[config.mk]
export PLATFORM = sky130hd
export DESIGN_NAME = ibex_rf_wr_arbiter
export DESIGN_NICKNAME = d
export VERILOG_FILES = /design/src/rtl/ibex_rf_wr_arbiter.sv
export SDC_FILE = /design/constraint.sdc
export NUM_CORES = 1
export LEC_CHECK = 0
export BUFFER_PORTS_ARGS = -buffer_cell sky130_fd_sc_hd__clkbuf_2
export CORE_MARGIN = 4
export CORE_UTILIZATION = 28
export CTS_BUF_LIST = sky130_fd_sc_hd__clkbuf_2
export DETAILED_ROUTE_END_ITERATION = 12
export GPL_TIMING_DRIVEN = 0
export PLACE_DENSITY = 0.51
export SETUP_SLACK_MARGIN = 0.15
export SLEW_MARGIN = 20
export SYNTH_ARGS = -nofsm -noshare
export SYNTH_HDL_FRONTEND = slang
export SYNTH_SLANG_ARGS = --single-unit
[constraint.sdc]
create_clock -name clk_i -period 6.98 [get_ports clk_i]
set_clock_uncertainty 0.1 [all_clocks]
set_input_delay 1.047 -clock clk_i [delete_from_list [all_inputs] [get_ports clk_i]]
set_output_delay 1.047 -clock clk_i [all_outputs]
set_load 0.03 [all_outputs]
[src/rtl/ibex_rf_wr_arbiter.sv]
// Register-file write-port arbiter (LSU > EX/aux) with pending-write scoreboard for RAW hazard detection.
// Latency: grants are combinational (same-cycle accept); scoreboard, stall count and pending count update on the next edge.
// Backpressure: LSU is never stalled; EX/aux hold valid/addr/data until ready; aux gains priority after AuxMaxStall refusals.
module ibex_rf_wr_arbiter #(
    parameter int unsigned AuxMaxStall = 4
) (
    input  logic        clk_i,
    input  logic        rst_ni,
    input  logic        lsu_we_i,
    input  logic [4:0]  lsu_waddr_i,
    input  logic [31:0] lsu_wdata_i,
    input  logic        ex_valid_i,
    input  logic [4:0]  ex_waddr_i,
    input  logic [31:0] ex_wdata_i,
    output logic        ex_ready_o,
    input  logic        aux_valid_i,
    input  logic [4:0]  aux_waddr_i,
    input  logic [31:0] aux_wdata_i,
    output logic        aux_ready_o,
    input  logic        issue_i,
    input  logic [4:0]  issue_waddr_i,
    input  logic [4:0]  raddr_a_i,
    input  logic [4:0]  raddr_b_i,
    output logic        hazard_o,
    output logic        rf_we_o,
    output logic [4:0]  rf_waddr_o,
    output logic [31:0] rf_wdata_o,
    output logic [5:0]  pending_cnt_o
);

    localparam logic [3:0] StallMax = 4'(AuxMaxStall);

    logic [3:0]  stall_cnt_q, stall_cnt_d;
    logic [31:0] sb_q, sb_d;
    logic        aux_urgent;
    logic        grant_any;
    logic [4:0]  gnt_addr;
    logic [31:0] gnt_data;

    // aux overtakes EX only once it has been refused AuxMaxStall cycles in a row
    assign aux_urgent  = (stall_cnt_q == StallMax);
    assign ex_ready_o  = ex_valid_i & ~lsu_we_i & ~(aux_valid_i & aux_urgent);
    assign aux_ready_o = aux_valid_i & ~lsu_we_i & (~ex_valid_i | aux_urgent);

    // Select the granted source; address/data read zero when nothing is granted
    always_comb begin
        grant_any = 1'b0;
        gnt_addr  = '0;
        gnt_data  = '0;
        if (lsu_we_i) begin
            grant_any = 1'b1;
            gnt_addr  = lsu_waddr_i;
            gnt_data  = lsu_wdata_i;
        end else if (ex_ready_o) begin
            grant_any = 1'b1;
            gnt_addr  = ex_waddr_i;
            gnt_data  = ex_wdata_i;
        end else if (aux_ready_o) begin
            grant_any = 1'b1;
            gnt_addr  = aux_waddr_i;
            gnt_data  = aux_wdata_i;
        end
    end

    // x0 writes still handshake but never reach the register file
    assign rf_we_o    = grant_any & (gnt_addr != 5'd0);
    assign rf_waddr_o = gnt_addr;
    assign rf_wdata_o = gnt_data;

    // Count consecutive aux refusals, saturating; any accept or idle cycle restarts the count
    always_comb begin
        stall_cnt_d = '0;
        if (aux_valid_i && !aux_ready_o) begin
            stall_cnt_d = (stall_cnt_q == StallMax) ? stall_cnt_q : stall_cnt_q + 4'd1;
        end
    end

    // Scoreboard next state: clear on any grant, then set on issue so a new owner wins the tie
    always_comb begin
        sb_d = sb_q;
        if (grant_any) begin
            sb_d[gnt_addr] = 1'b0;
        end
        if (issue_i) begin
            sb_d[issue_waddr_i] = 1'b1;
        end
        sb_d[0] = 1'b0;
    end

    // State registers; reset discards all pending writes and stall history
    always_ff @(posedge clk_i or negedge rst_ni) begin
        if (!rst_ni) begin
            stall_cnt_q <= '0;
            sb_q        <= '0;
        end else begin
            stall_cnt_q <= stall_cnt_d;
            sb_q        <= sb_d;
        end
    end

    // Hazard looks only at registered state; same-cycle writeback is forwarded in ID
    assign hazard_o = sb_q[raddr_a_i] | sb_q[raddr_b_i];

    // Population count of outstanding writes (bit 0 is always clear)
    always_comb begin
        pending_cnt_o = '0;
        for (int i = 1; i < 32; i++) begin
            pending_cnt_o = pending_cnt_o + 6'(sb_q[i]);
        end
    end

    a_grant_onehot0: assert property (@(posedge clk_i) disable iff (!rst_ni)
        $onehot0({lsu_we_i, ex_ready_o, aux_ready_o}));

    a_ex_valid_held: assert property (@(posedge clk_i) disable iff (!rst_ni)
        (ex_valid_i && !ex_ready_o) |=> ex_valid_i);

    a_aux_valid_held: assert property (@(posedge clk_i) disable iff (!rst_ni)
        (aux_valid_i && !aux_ready_o) |=> aux_valid_i);

endmodule

==> summary.txt, run 1 <==
Placed design
  • Final HPWL DP: 12.1 mm
  • Placer Congestion: 0.878
  • Count of input and output buffers: 173
  • Placed Instances: 795

Setup path
  • CP arrival: around 5.4 ns
  • Critical path class: flop to output pin
  • CP max stage delay: around 0.56 ns
  • Critical path endpoint category: output pin
  • Maximum fanout encountered on the critical timing path: 5
  • CP most frequent cell: fa_1
  • Series of cell instances along the critical path: fa_1 > inv_1 > fa_1 > inv_1 > fa_1 > inv_1 > fa_1 > fa_1 > fa_1 > fa_1 > inv_1 > fa_1 > a21o_1 > a21oi_1 > xnor2_1 > clkbuf_2
  • Critical path startpoint category: flop
  • Data required time of the worst path: between 5 and 6 ns
  • Slowest cell on the critical path: fa_1

Floorplan
  • Effective utilization at floorplan: 28.6%
  • Area of the die: 15,400 sq um
  • CORE AREA: 13,200 sq um
  • Number of top-level design ports: 179
  • Std-Cell Rows: between 40 and 50
  • Height of the die: 124 um
  • X dimension of the die: 124 um

Clocking
  • Hold_buf cts: 0
  • Worst-skew pair later-pin latency: 0.38 ns
  • Master cell of the clock root buffer: clkbuf_2
  • Maximum root-to-sink buffer count: 2
  • Clock sink count: 35
  • Total clock buffers created by CTS: 5
  • # resized after CTS: 0
  • Depth of the CTS H-tree: 2
  • Number of buffers added for setup after CTS: 0
  • CTS clk-pin slew, worst paths: 0.18 ns
  • TritonCTS clock tree: built

Routing
  • Length of routed wiring on met1: about 5.6 mm
  • Pre-antenna DRT Iters: 4
  • Via count: 4,053
  • Detailed Route WL: 14.1 mm
  • Routed WL per cell: around 18 um
  • Met3 layer wire length in the routed design: 896 um
  • DR top layer: met4
  • Via density per instance: 5.05
  • Initial detailed-routing violation count: 237
  • Met2 WL post-DR: between 7 and 8 mm
  • DRC violations left: 0
  • Antenna Nets Post-Route: 0

GRT
  • Global route overflow: 0
  • Number of global-route vias before repair: ~4,200
  • Pin count of the biggest net entering global routing: 36
  • Number of antenna violations at the first check in global routing: 0
  • Wire length of the first global-routing pass: approximately 22 mm
  • GRT Total Usage: 17.7%

Logic synthesis
  • Synthesized area per cell: ~8.5 sq um
  • Post-synth top flop: dfrtp_1
  • Biggest area consumer among synthesized cells: dfrtp_1
  • Top post-synthesis cells by area: dfrtp_1, fa_1, nand2_1, mux4_2, a22oi_1
  • Cell with the most instances after synthesis: nand2_1
  • YS warnings: 0
  • Top-area cell type share of the netlist area: 23.1%
  • Post-synth EDFFs: 0
  • Count of unique library cells instantiated by Yosys: 42
  • Total nets after synthesis: between 600 and 700
  • Post-synthesis async set-or-reset flop share: 100%
  • Most used standard cells in the synthesized netlist: nand2_1, inv_1, dfrtp_1
  • Number of synthesized register bits: 35
  • Share of the yosys chip area belonging to registers: 23.1%
  • Post-synthesis instance area: 3790 sq um
  • Synthesized instance count: 446

Finish
  • Post-Layout Cell Count: 803
  • Area taken by flip-flops and latches: 876 sq um
  • Layout overhead on the synthesized area: 29.7%
  • Area taken by multi-input logic gates: 2610 sq um
  • Antenna diode count: 0
  • Final standard cell utilization of the core: 37.1%
  • Nets@finish: 790
  • Fraction of final layout cells with drive strength greater than 1: 32.5%
  • Fillcell total: approximately 1,400

Timing
  • Hold violation count in the final report: 0
  • Aggregate negative setup slack: 0 ns
  • Final worst-path cycle share: 93.7%
  • Endpoints failing setup: 0
  • Rel. slew slack: 37.3%
  • Post-layout min period: 6.54 ns
  • Max-slew violation count: 0
  • Top achievable clock speed: 153 MHz
  • Transition time at the pin with the least slew margin: 0.938 ns
  • Unrepaired setup endpoints after global routing: no

Status
  • Outcome: finished clean

Pwr
  • Seq pwr share: roughly 15%
  • Max VDD drop: 0.000564 V
  • Static Leakage: roughly 2.4 nW
  • Power density over cell area: 357 nW/um^2
  • Switching power: ~1 mW
  • Switch share: between 50% and 60%
  • Clk network pwr share: 5.2%
  • Post-route total power: approximately 1.8 mW
  • Combinational power share: 80.1%
  • Pint: 0.752 mW

Job
  • Reported max-cap violation count: 0

Hold path
  • Hold Path Class: flop to flop
[cell type report]
cell class / count / area share [%]
inverter: 55 / 4.20
tap: 176 / 4.49
clock inverter: 2 / 0.153
sequential: 35 / 17.8
clock buffer: 6 / 0.612
buffer: 25 / 1.99
multi-input combinational: 331 / 53.1
timing repair buffer: 173 / 17.6
[cell usage in the layout, fill, tap and decap left out, types with 3 or more instances in the layout]
cell | synthesis | layout
clkbuf_1 | 22 | 22
clkbuf_2 | 0 | 179
mux4_2 | 15 | 15
and2_1 | 3 | 3
ha_1 | 9 | 9
nor3b_1 | 4 | 4
nor4_1 | 6 | 6
nor2_1 | 6 | 6
o22ai_1 | 3 | 3
nand2b_1 | 6 | 6
a221oi_4 | 3 | 3
xor2_1 | 3 | 3
dfrtp_1 | 35 | 35
a21o_1 | 3 | 3
nand2_1 | 95 | 95
mux2i_1 | 7 | 7
o21ai_0 | 28 | 28
a22oi_1 | 32 | 32
and3b_1 | 4 | 4
inv_1 | 53 | 53
o2bb2ai_1 | 6 | 6
o31ai_1 | 22 | 22
o211ai_1 | 4 | 4
fa_1 | 23 | 23
nand3_1 | 25 | 25
a21oi_1 | 4 | 4
[logic make-up after synthesis]
kind of cell               count (synthesis)  share of synthesized area, %
muxes                                     24                          11.4
buffers and inverters                     80                          8.03
and+or+nand+nor                          159                          19.5
AOI/OAI and AO/OA                        111                          21.7
DFF                                       35                          23.1
xor gates and xnor gates                   5                          1.16
adders and majority gates                 32                          15.1
[registers in the layout, summed over array words and instances (netlist names)]
register     count
sb_q            31
stall_cnt_q      4
[power groups by stage]
| stage | registers (mW) | logic, mW | clock network, mW |
|---|---|---|---|
| floorplan | 0.248 | 1.06 | 0 |
| global placement | 0.260 | 1.40 | 0 |
| detailed placement | 0.260 | 1.41 | 0 |
| CTS | 0.256 | 1.43 | 0.0937 |
| global route | 0.259 | 1.54 | 0.101 |
| finish | 0.256 | 1.40 | 0.0919 |
[final timing paths]
path / start / endpoint / slack (ns) / cells past startpoint
setup / recovery: sb_q[18]$_DFF_PN0_ / pending_cnt_o[4] / 0.44 / 16
hold / removal: stall_cnt_q[0]$_DFFE_PN0P_ / stall_cnt_q[0]$_DFFE_PN0P_ / 0.47 / 1
setup reg to reg: stall_cnt_q[0]$_DFFE_PN0P_ / sb_q[28]$_DFF_PN0_ / 4.16 / 10
hold reg to reg: stall_cnt_q[0]$_DFFE_PN0P_ / stall_cnt_q[0]$_DFFE_PN0P_ / 0.47 / 1
max in group asynchronous: rst_ni / sb_q[22]$_DFF_PN0_ / 5.55 / 1
min in group asynchronous: rst_ni / sb_q[15]$_DFF_PN0_ / 0.65 / 1
[routing by layer]
layer	up-vias	track usage, %
met5	-	0
met4	0	6.45
met1	1918	20.5
met2	173	32.1
li1	1936	-
met3	26	3.52
[critical path, delay by kind of cell (launching register included)]
family / cells / cell delay (ns)
flip-flops: 1 / 0.48
adder cells (fa/ha/maj): 8 / 3.57
buffers and inverters: 5 / 0.45
AO/OA/AOI/OAI: 2 / 0.38
XOR/XNOR: 1 / 0.14
[stage by stage]
| stage | setup WS [ns] | hold WS, ns | cell area, sq um |
|---|---|---|---|
| 6_report | 0.441 | 0.470 | 4910 |
| 4_1_cts | 0.392 | 0.479 | 4910 |
| 5_1_grt | 0.207 | 0.493 | 4910 |
| 3_3_place_gp | 0.876 | 0.442 | 4870 |
| 2_1_floorplan | 1.07 | 0.406 | 3790 |
| 3_5_place_dp | 0.856 | 0.453 | 4870 |
(Power assumes the default switching activity.)
==> run 2: changes to the inputs <==
--- a/config.mk
+++ b/config.mk
@@ -11,7 +11,7 @@
 export CTS_BUF_LIST = sky130_fd_sc_hd__clkbuf_2
 export DETAILED_ROUTE_END_ITERATION = 12
 export GPL_TIMING_DRIVEN = 0
-export PLACE_DENSITY = 0.51
+export PLACE_DENSITY = 0.53
 export SETUP_SLACK_MARGIN = 0.15
 export SLEW_MARGIN = 20
 export SYNTH_ARGS = -nofsm -noshare
==> constraint.sdc (replaced) <==
create_clock -name clk_i -period 5.79 [get_ports clk_i]
set_clock_uncertainty 0.1 [all_clocks]
set_input_delay 0.8685 -clock clk_i [delete_from_list [all_inputs] [get_ports clk_i]]
set_output_delay 0.8685 -clock clk_i [all_outputs]
set_load 0.03 [all_outputs]
==> summary.txt, run 2 (synthesis results as in run 1) <==
Clocking
  • Total clock buffers created by CTS: 5 (unchanged)
  • TritonCTS clock tree: built (unchanged)
  • CTS clk-pin slew, worst paths: 0.20 ns (was 0.18 ns)
  • Maximum root-to-sink buffer count: 2 (unchanged)
  • Depth of the CTS H-tree: 2 (unchanged)
  • Clock sink count: 35 (unchanged)
  • Master cell of the clock root buffer: clkbuf_2 (unchanged)
  • Worst-skew pair later-pin latency: 0.40 ns (was 0.38 ns)

Floorplan
  • Std-Cell Rows: 42 (unchanged)
  • CORE AREA: 13,200 sq um (unchanged)
  • X dimension of the die: 124 um (unchanged)
  • Effective utilization at floorplan: 28.6% (unchanged)
  • Number of top-level design ports: 179 (unchanged)
  • Height of the die: 124 um (unchanged)
  • Area of the die: 15,400 sq um (unchanged)

Placed design
  • Placer Congestion: 0.923 (was 0.878)
  • Count of input and output buffers: 173 (unchanged)
  • Placement-stage worst setup slack: -0.242 ns (was 0.856 ns)
  • Placed Area: 4880 sq um (was 4870 sq um)
  • Final HPWL DP: 11.8 mm (was 12.1 mm)

Finish
  • Register containing the most flip-flops in the final layout: sb_q (unchanged)
  • Number of flip-flops in the largest register: 31 (unchanged)
  • Layout overhead on the synthesized area: 34.8% (was 29.7%)
  • Fraction of final layout cells with drive strength greater than 1: 37.2% (was 32.5%)
  • Most common library cell in the layout ignoring fill and taps: clkbuf_2 (unchanged)
  • Most frequent cells in the layout: clkbuf_2, nand2_1, inv_1 (unchanged)
  • Final instance area: 5100 sq um (was 4910 sq um)
  • Nets@finish: 802 (was 790)
  • Final standard cell utilization of the core: 38.5% (was 37.1%)
  • Largest registers: sb_q x31, stall_cnt_q x4 (unchanged)

Timing
  • Hold violation count in the final report: 0 (unchanged)
  • Top achievable clock speed: 161 MHz
  • Post-layout min period: 6.19 ns
  • Final worst-path cycle share: 107%
  • Endpoints failing setup: 5 (was 0)
  • Transition time at the pin with the least slew margin: 1.08 ns (was 0.938 ns)
  • Max-slew violation count: 0 (unchanged)
  • Rel. slew slack: 27.7% (was 37.3%)
  • Unrepaired setup endpoints after global routing: yes (was no)
  • PnR worst setup slack: -0.404 ns (was 0.441 ns)

Pwr
  • Static Leakage: 2.48 nW (was 2.41 nW)
  • Power density over cell area: 515 nW/um^2 (was 357 nW/um^2)
  • Max VDD drop: 0.000585 V (was 0.000564 V)

Setup path
  • Maximum fanout encountered on the critical timing path: 2 (was 5)
  • Data required time of the worst path: 4.82 ns (was 5.83 ns)
  • Critical path startpoint category: flop (unchanged)
  • CP startpoint: sb_q[18]$_DFF_PN0_ (unchanged)
  • R2R Path Start: stall_cnt_q[1]$_DFFE_PN0P_ (was stall_cnt_q[0]$_DFFE_PN0P_)
  • Critical path endpoint category: output pin (unchanged)
  • CP arrival: 5.23 ns (was 5.39 ns)
  • Critical path class: flop to output pin (unchanged)

Hold path
  • Hold Path Class: input port to asynchronous set/reset pin (was flop to flop)

Routing
  • Antenna Nets Post-Route: 0 (unchanged)
  • DRC violations left: 0 (unchanged)
  • Initial detailed-routing violation count: 256 (was 237)
  • Via density per instance: 5.06 (was 5.05)
  • Pre-antenna DRT Iters: 4 (unchanged)
  • Routed WL per cell: 17.3 um (was 17.6 um)
  • Via count: 4,133 (was 4,053)
  • Detailed Route WL: 14.2 mm (was 14.1 mm)

GRT
  • Pin count of the biggest net entering global routing: 36 (unchanged)
  • Global route overflow: 0 (unchanged)
  • Number of global-route vias before repair: 4,303 (was 4,244)
  • Number of antenna violations at the first check in global routing: 1 (was 0)
  • Wire length of the first global-routing pass: 22.6 mm (was 22.2 mm)
  • GRT Total Usage: 17.9% (was 17.7%)

Status
  • Outcome: finished, violations left (was finished clean)
  • Violations in the final reports: negative setup slack

Job
  • Reported max-cap violation count: 0 (unchanged)
## run 2: cell types whose count changed in the layout (fill, tap and decap cells not counted), sizes merged
cell	previous run	this run
buf	3	20
clkbuf	201	195
diode	0	1
bufinv	0	1
## run 2: per-layer routing
| metal | vias to the layer above | share of wire [%] | global-route usage [%] |
|---|---|---|---|
| met1 | 1978 | 40 | 22.0 |
| met5 | - | 0 | 0 |
| li1 | 1965 | - | - |
| met3 | 24 | 7.0 | 3.56 |
| met4 | 0 | 2.5 | 5.54 |
| met2 | 166 | 50 | 31.4 |
## run 2: worst max-delay path, cell delays in order, from the launching register on
cell	delay (ns)
dfrtp_2	0.47
fa_1	0.55
inv_2	0.04
fa_1	0.50
inv_1	0.05
fa_1	0.47
inv_1	0.05
fa_1	0.51
fa_1	0.44
fa_1	0.51
fa_2	0.20
inv_2	0.04
fa_2	0.34
a21o_1	0.20
a21oi_2	0.16
xnor2_2	0.13
clkbuf_8	0.17
## run 2: area by class of cell
cell class / count / area [sq um]
antenna: 1 / 2.50
buffer: 25 / 97.6
clock buffer: 5 / 25.0
clock inverter: 3 / 43.8
fill: 1417 / 8140
inverter: 55 / 206
multi-input combinational: 331 / 2630
sequential: 35 / 882
tap: 176 / 220
timing repair buffer: 185 / 992
## run 2: repair_timing
item	in CTS	in global routing
gates resized for setup	24	9
hold buffers	0	0
pin swaps	7	2
endpoints found under the setup margin	6	6
buffers inserted	9	3
## run 2: path summary, 6_finish.rpt
check | end | cells past startpoint | slack, ns
hold / removal | sb_q[21]$_DFF_PN0_ | 1 | 0.45
hold reg to reg | stall_cnt_q[0]$_DFFE_PN0P_ | 1 | 0.46
max in group asynchronous | sb_q[12]$_DFF_PN0_ | 1 | 4.52
min in group clk_i | stall_cnt_q[0]$_DFFE_PN0P_ | 1 | 0.46
setup / recovery | pending_cnt_o[4] | 16 | -0.40
setup reg to reg | sb_q[28]$_DFF_PN0_ | 10 | 2.84
## run 2: power by group
group	switching, mW	internal, mW	total [mW]
registers	0.0327	0.274	0.307
logic	1.19	0.967	2.16
clock network	0.0897	0.0731	0.163
total	1.31	1.31	2.63
## run 2: stage by stage
| stage | power (mW) | hold slack [ns] | setup TNS, ns | std cells |
|---|---|---|---|---|
| after CTS | 2.53 | 0.463 | -1.32 | 812 |
| final | 2.63 | 0.452 | -1.32 | 816 |
| after detailed placement | 2.06 | 0.439 | -0.269 | 795 |
| after global placement | 2.01 | 0.452 | -0.166 | 795 |
| after floorplan | 1.61 | 0.406 | 0 | 446 |
| after global routing | 2.84 | 0.482 | -2.21 | 816 |
==> run 3: changes to the inputs <==
--- a/config.mk
+++ b/config.mk
@@ -7,11 +7,11 @@
 export LEC_CHECK = 0
 export BUFFER_PORTS_ARGS = -buffer_cell sky130_fd_sc_hd__clkbuf_2
 export CORE_MARGIN = 4
-export CORE_UTILIZATION = 28
+export CORE_UTILIZATION = 44
 export CTS_BUF_LIST = sky130_fd_sc_hd__clkbuf_2
 export DETAILED_ROUTE_END_ITERATION = 12
 export GPL_TIMING_DRIVEN = 0
-export PLACE_DENSITY = 0.53
+export PLACE_DENSITY = 0.77
 export SETUP_SLACK_MARGIN = 0.15
 export SLEW_MARGIN = 20
 export SYNTH_ARGS = -nofsm -noshare
==> summary.txt, run 3 (synthesis results as in run 1) <==
Status
  • Outcome: finished, violations left (unchanged)
  • Violations in the final reports: negative setup slack (unchanged)

Clocking
  • Clock sink count: 35 (unchanged)
  • Maximum root-to-sink buffer count: 2 (unchanged)
  • Worst-skew pair later-pin latency: 0.41 ns (was 0.40 ns)
  • TritonCTS clock tree: built (unchanged)
  • Hold_buf cts: 0 (unchanged)
  • Master cell of the clock root buffer: clkbuf_2 (unchanged)
  • CTS clk-pin slew, worst paths: 0.20 ns (about the same)
  • Depth of the CTS H-tree: 2 (unchanged)
  • Total clock buffers created by CTS: 5 (unchanged)

Timing
  • Post-layout min period: 6.23 ns (was 6.19 ns)
  • Transition time at the pin with the least slew margin: 0.905 ns (was 1.08 ns)
  • PnR worst setup slack: -0.442 ns (was -0.404 ns)
  • Top achievable clock speed: 160 MHz (was 161 MHz)
  • Worst hold slack: 0.443 ns (was 0.452 ns)
  • Max-slew violation count: 0 (unchanged)
  • Hold violation count in the final report: 0 (unchanged)
  • Rel. slew slack: 39.5% (was 27.7%)
  • Endpoints failing setup: 5 (unchanged)
  • Unrepaired setup endpoints after global routing: yes (unchanged)
  • Final worst-path cycle share: 108% (was 107%)
  • Aggregate negative setup slack: -1.16 ns (was -1.32 ns)

Setup path
  • Critical path endpoint category: output pin (unchanged)
  • CP most frequent cell: fa_1 (unchanged)
  • CP arrival: 5.26 ns (was 5.23 ns)
  • Critical path startpoint category: flop (unchanged)
  • Slowest cell on the critical path: fa_1 (unchanged)
  • Series of cell instances along the critical path: fa_1 > inv_2 > fa_1 > inv_1 > fa_1 > inv_1 > fa_1 > fa_1 > fa_1 > fa_2 > inv_2 > fa_2 > a21o_1 > a21oi_2 > xnor2_2 > clkbuf_8 (unchanged)
  • Critical path class: flop to output pin (unchanged)
  • Maximum fanout encountered on the critical timing path: 2 (unchanged)
  • CP startpoint: sb_q[18]$_DFF_PN0_ (unchanged)
  • Data required time of the worst path: 4.82 ns (about the same)
  • R2R Path Start: stall_cnt_q[0]$_DFFE_PN0P_ (was stall_cnt_q[1]$_DFFE_PN0P_)
  • CP max stage delay: 0.55 ns (about the same)

Floorplan
  • Number of top-level design ports: 179 (unchanged)
  • Area of the die: 10,200 sq um (was 15,400 sq um)
  • CORE AREA: 8300 sq um (was 13,200 sq um)
  • Effective utilization at floorplan: 45.6% (was 28.6%)
  • Height of the die: 101 um (was 124 um)
  • X dimension of the die: 101 um (was 124 um)
  • Std-Cell Rows: 33 (was 42)

Routing
  • Routed WL per cell: 18.3 um (was 17.3 um)
  • Initial detailed-routing violation count: 307 (was 256)
  • Via count: 4,246 (was 4,133)
  • DRC violations left: 0 (unchanged)
  • Pre-antenna DRT Iters: 6 (was 4)
  • Antenna Nets Post-Route: 0 (unchanged)
  • Via density per instance: 5.75 (was 5.06)
  • Detailed Route WL: 13.5 mm (was 14.2 mm)

Finish
  • Final standard cell utilization of the core: 59.4% (was 38.5%)
  • Post-Layout Cell Count: 738 (was 816)
  • Number of flip-flops in the largest register: 31 (unchanged)
  • Final instance area: 4930 sq um (was 5100 sq um)
  • Largest registers: sb_q x31, stall_cnt_q x4 (unchanged)
  • Antenna diode count: 0 (was 1)
  • Most common library cell in the layout ignoring fill and taps: clkbuf_2 (unchanged)
  • Nets@finish: 797 (was 802)
  • Fillcell total: 764 (was 1,417)
  • Layout overhead on the synthesized area: 30.3% (was 34.8%)
  • Register containing the most flip-flops in the final layout: sb_q (unchanged)
  • Fraction of final layout cells with drive strength greater than 1: 36.3% (was 37.2%)
  • Most frequent cells in the layout: clkbuf_2, nand2_1, inv_1 (unchanged)

GRT
  • Pin count of the biggest net entering global routing: 36 (unchanged)
  • Number of antenna violations at the first check in global routing: 0 (was 1)
  • GRT Total Usage: 26.8% (was 17.9%)
  • Number of global-route vias before repair: 4,373 (was 4,303)
  • Global route overflow: 0 (unchanged)
  • Wire length of the first global-routing pass: 21.5 mm (was 22.6 mm)

Placed design
  • Final HPWL DP: 11.1 mm (was 11.8 mm)
  • Placed Instances: 724 (was 795)
  • Placed Area: 4790 sq um (was 4880 sq um)
  • Count of input and output buffers: 173 (unchanged)
  • Placer Congestion: 0.933 (was 0.923)

Hold path
  • Hold Path Class: input port to asynchronous set/reset pin (unchanged)

Pwr
  • Power density over cell area: 502 nW/um^2 (was 515 nW/um^2)
  • Max VDD drop: 0.000996 V (was 0.000585 V)
  • Static Leakage: 2.45 nW (was 2.48 nW)

Job
  • Reported max-cap violation count: 0 (unchanged)
-- run 3: power breakdown --
group          switching [mW]  total, mW  internal (mW)
logic                    1.16       2.06          0.896
clock network          0.0856      0.111         0.0255
registers              0.0352      0.310          0.274
-- run 3: area by class of cell --
class                           count  area, sq um  area share, %
Multi-Input combinational cell    331         2630           53.2
Timing Repair Buffer              180          951           19.3
Sequential cell                    35          887           18.0
Inverter                           55          206           4.18
Tap cell                          105          131           2.66
Buffer                             25         97.6           1.98
Clock buffer                        5         25.0          0.507
Clock inverter                      2         8.76          0.178
-- run 3: per-layer routing --
layer  global-route usage (%)  up-vias  routed length [um]  share of wire, %
li1                         -     1959                   -                 -
met5                        0        -                   0                 0
met4                     10.5        0                 539               4.0
met2                     47.2      248                7050                52
met1                     31.6     1993                4730                35
met3                     5.88       46                1190               8.8
-- run 3: repair_timing --
item / CTS / global route
pin swaps: 8 / 1
gates resized for setup: 20 / 12
setup buffers: 4 / 3
cloned: 0 / 0
endpoints found under the setup margin: 6 / 6
-- run 3: worst paths after layout --
check	to	slack, ns	cells past startpoint
min in group clk_i	stall_cnt_q[3]$_DFFE_PN0P_	0.50	2
max reg2reg	sb_q[1]$_DFF_PN0_	2.96	10
max	pending_cnt_o[4]	-0.44	16
min	sb_q[10]$_DFF_PN0_	0.44	1
min reg2reg	stall_cnt_q[3]$_DFFE_PN0P_	0.50	2
max in group asynchronous	sb_q[18]$_DFF_PN0_	4.54	1
-- run 3: critical path: cells and delay by family, from the launching register on --
family | cells | cell delay (ns)
compound gates | 2 | 0.38
buf+inv | 5 | 0.35
fa+ha+maj | 8 | 3.53
flops | 1 | 0.47
xor+xnor | 1 | 0.13
-- run 3: per-stage QoR --
| step | total power, mW | setup slack [ns] |
|---|---|---|
| 6_report | 2.48 | -0.442 |
| 5_1_grt | 2.66 | -0.585 |
| 3_3_place_gp | 1.98 | -0.132 |
| 3_5_place_dp | 2.04 | -0.183 |
| 2_1_floorplan | 1.61 | 0.170 |
| 4_1_cts | 2.39 | -0.430 |
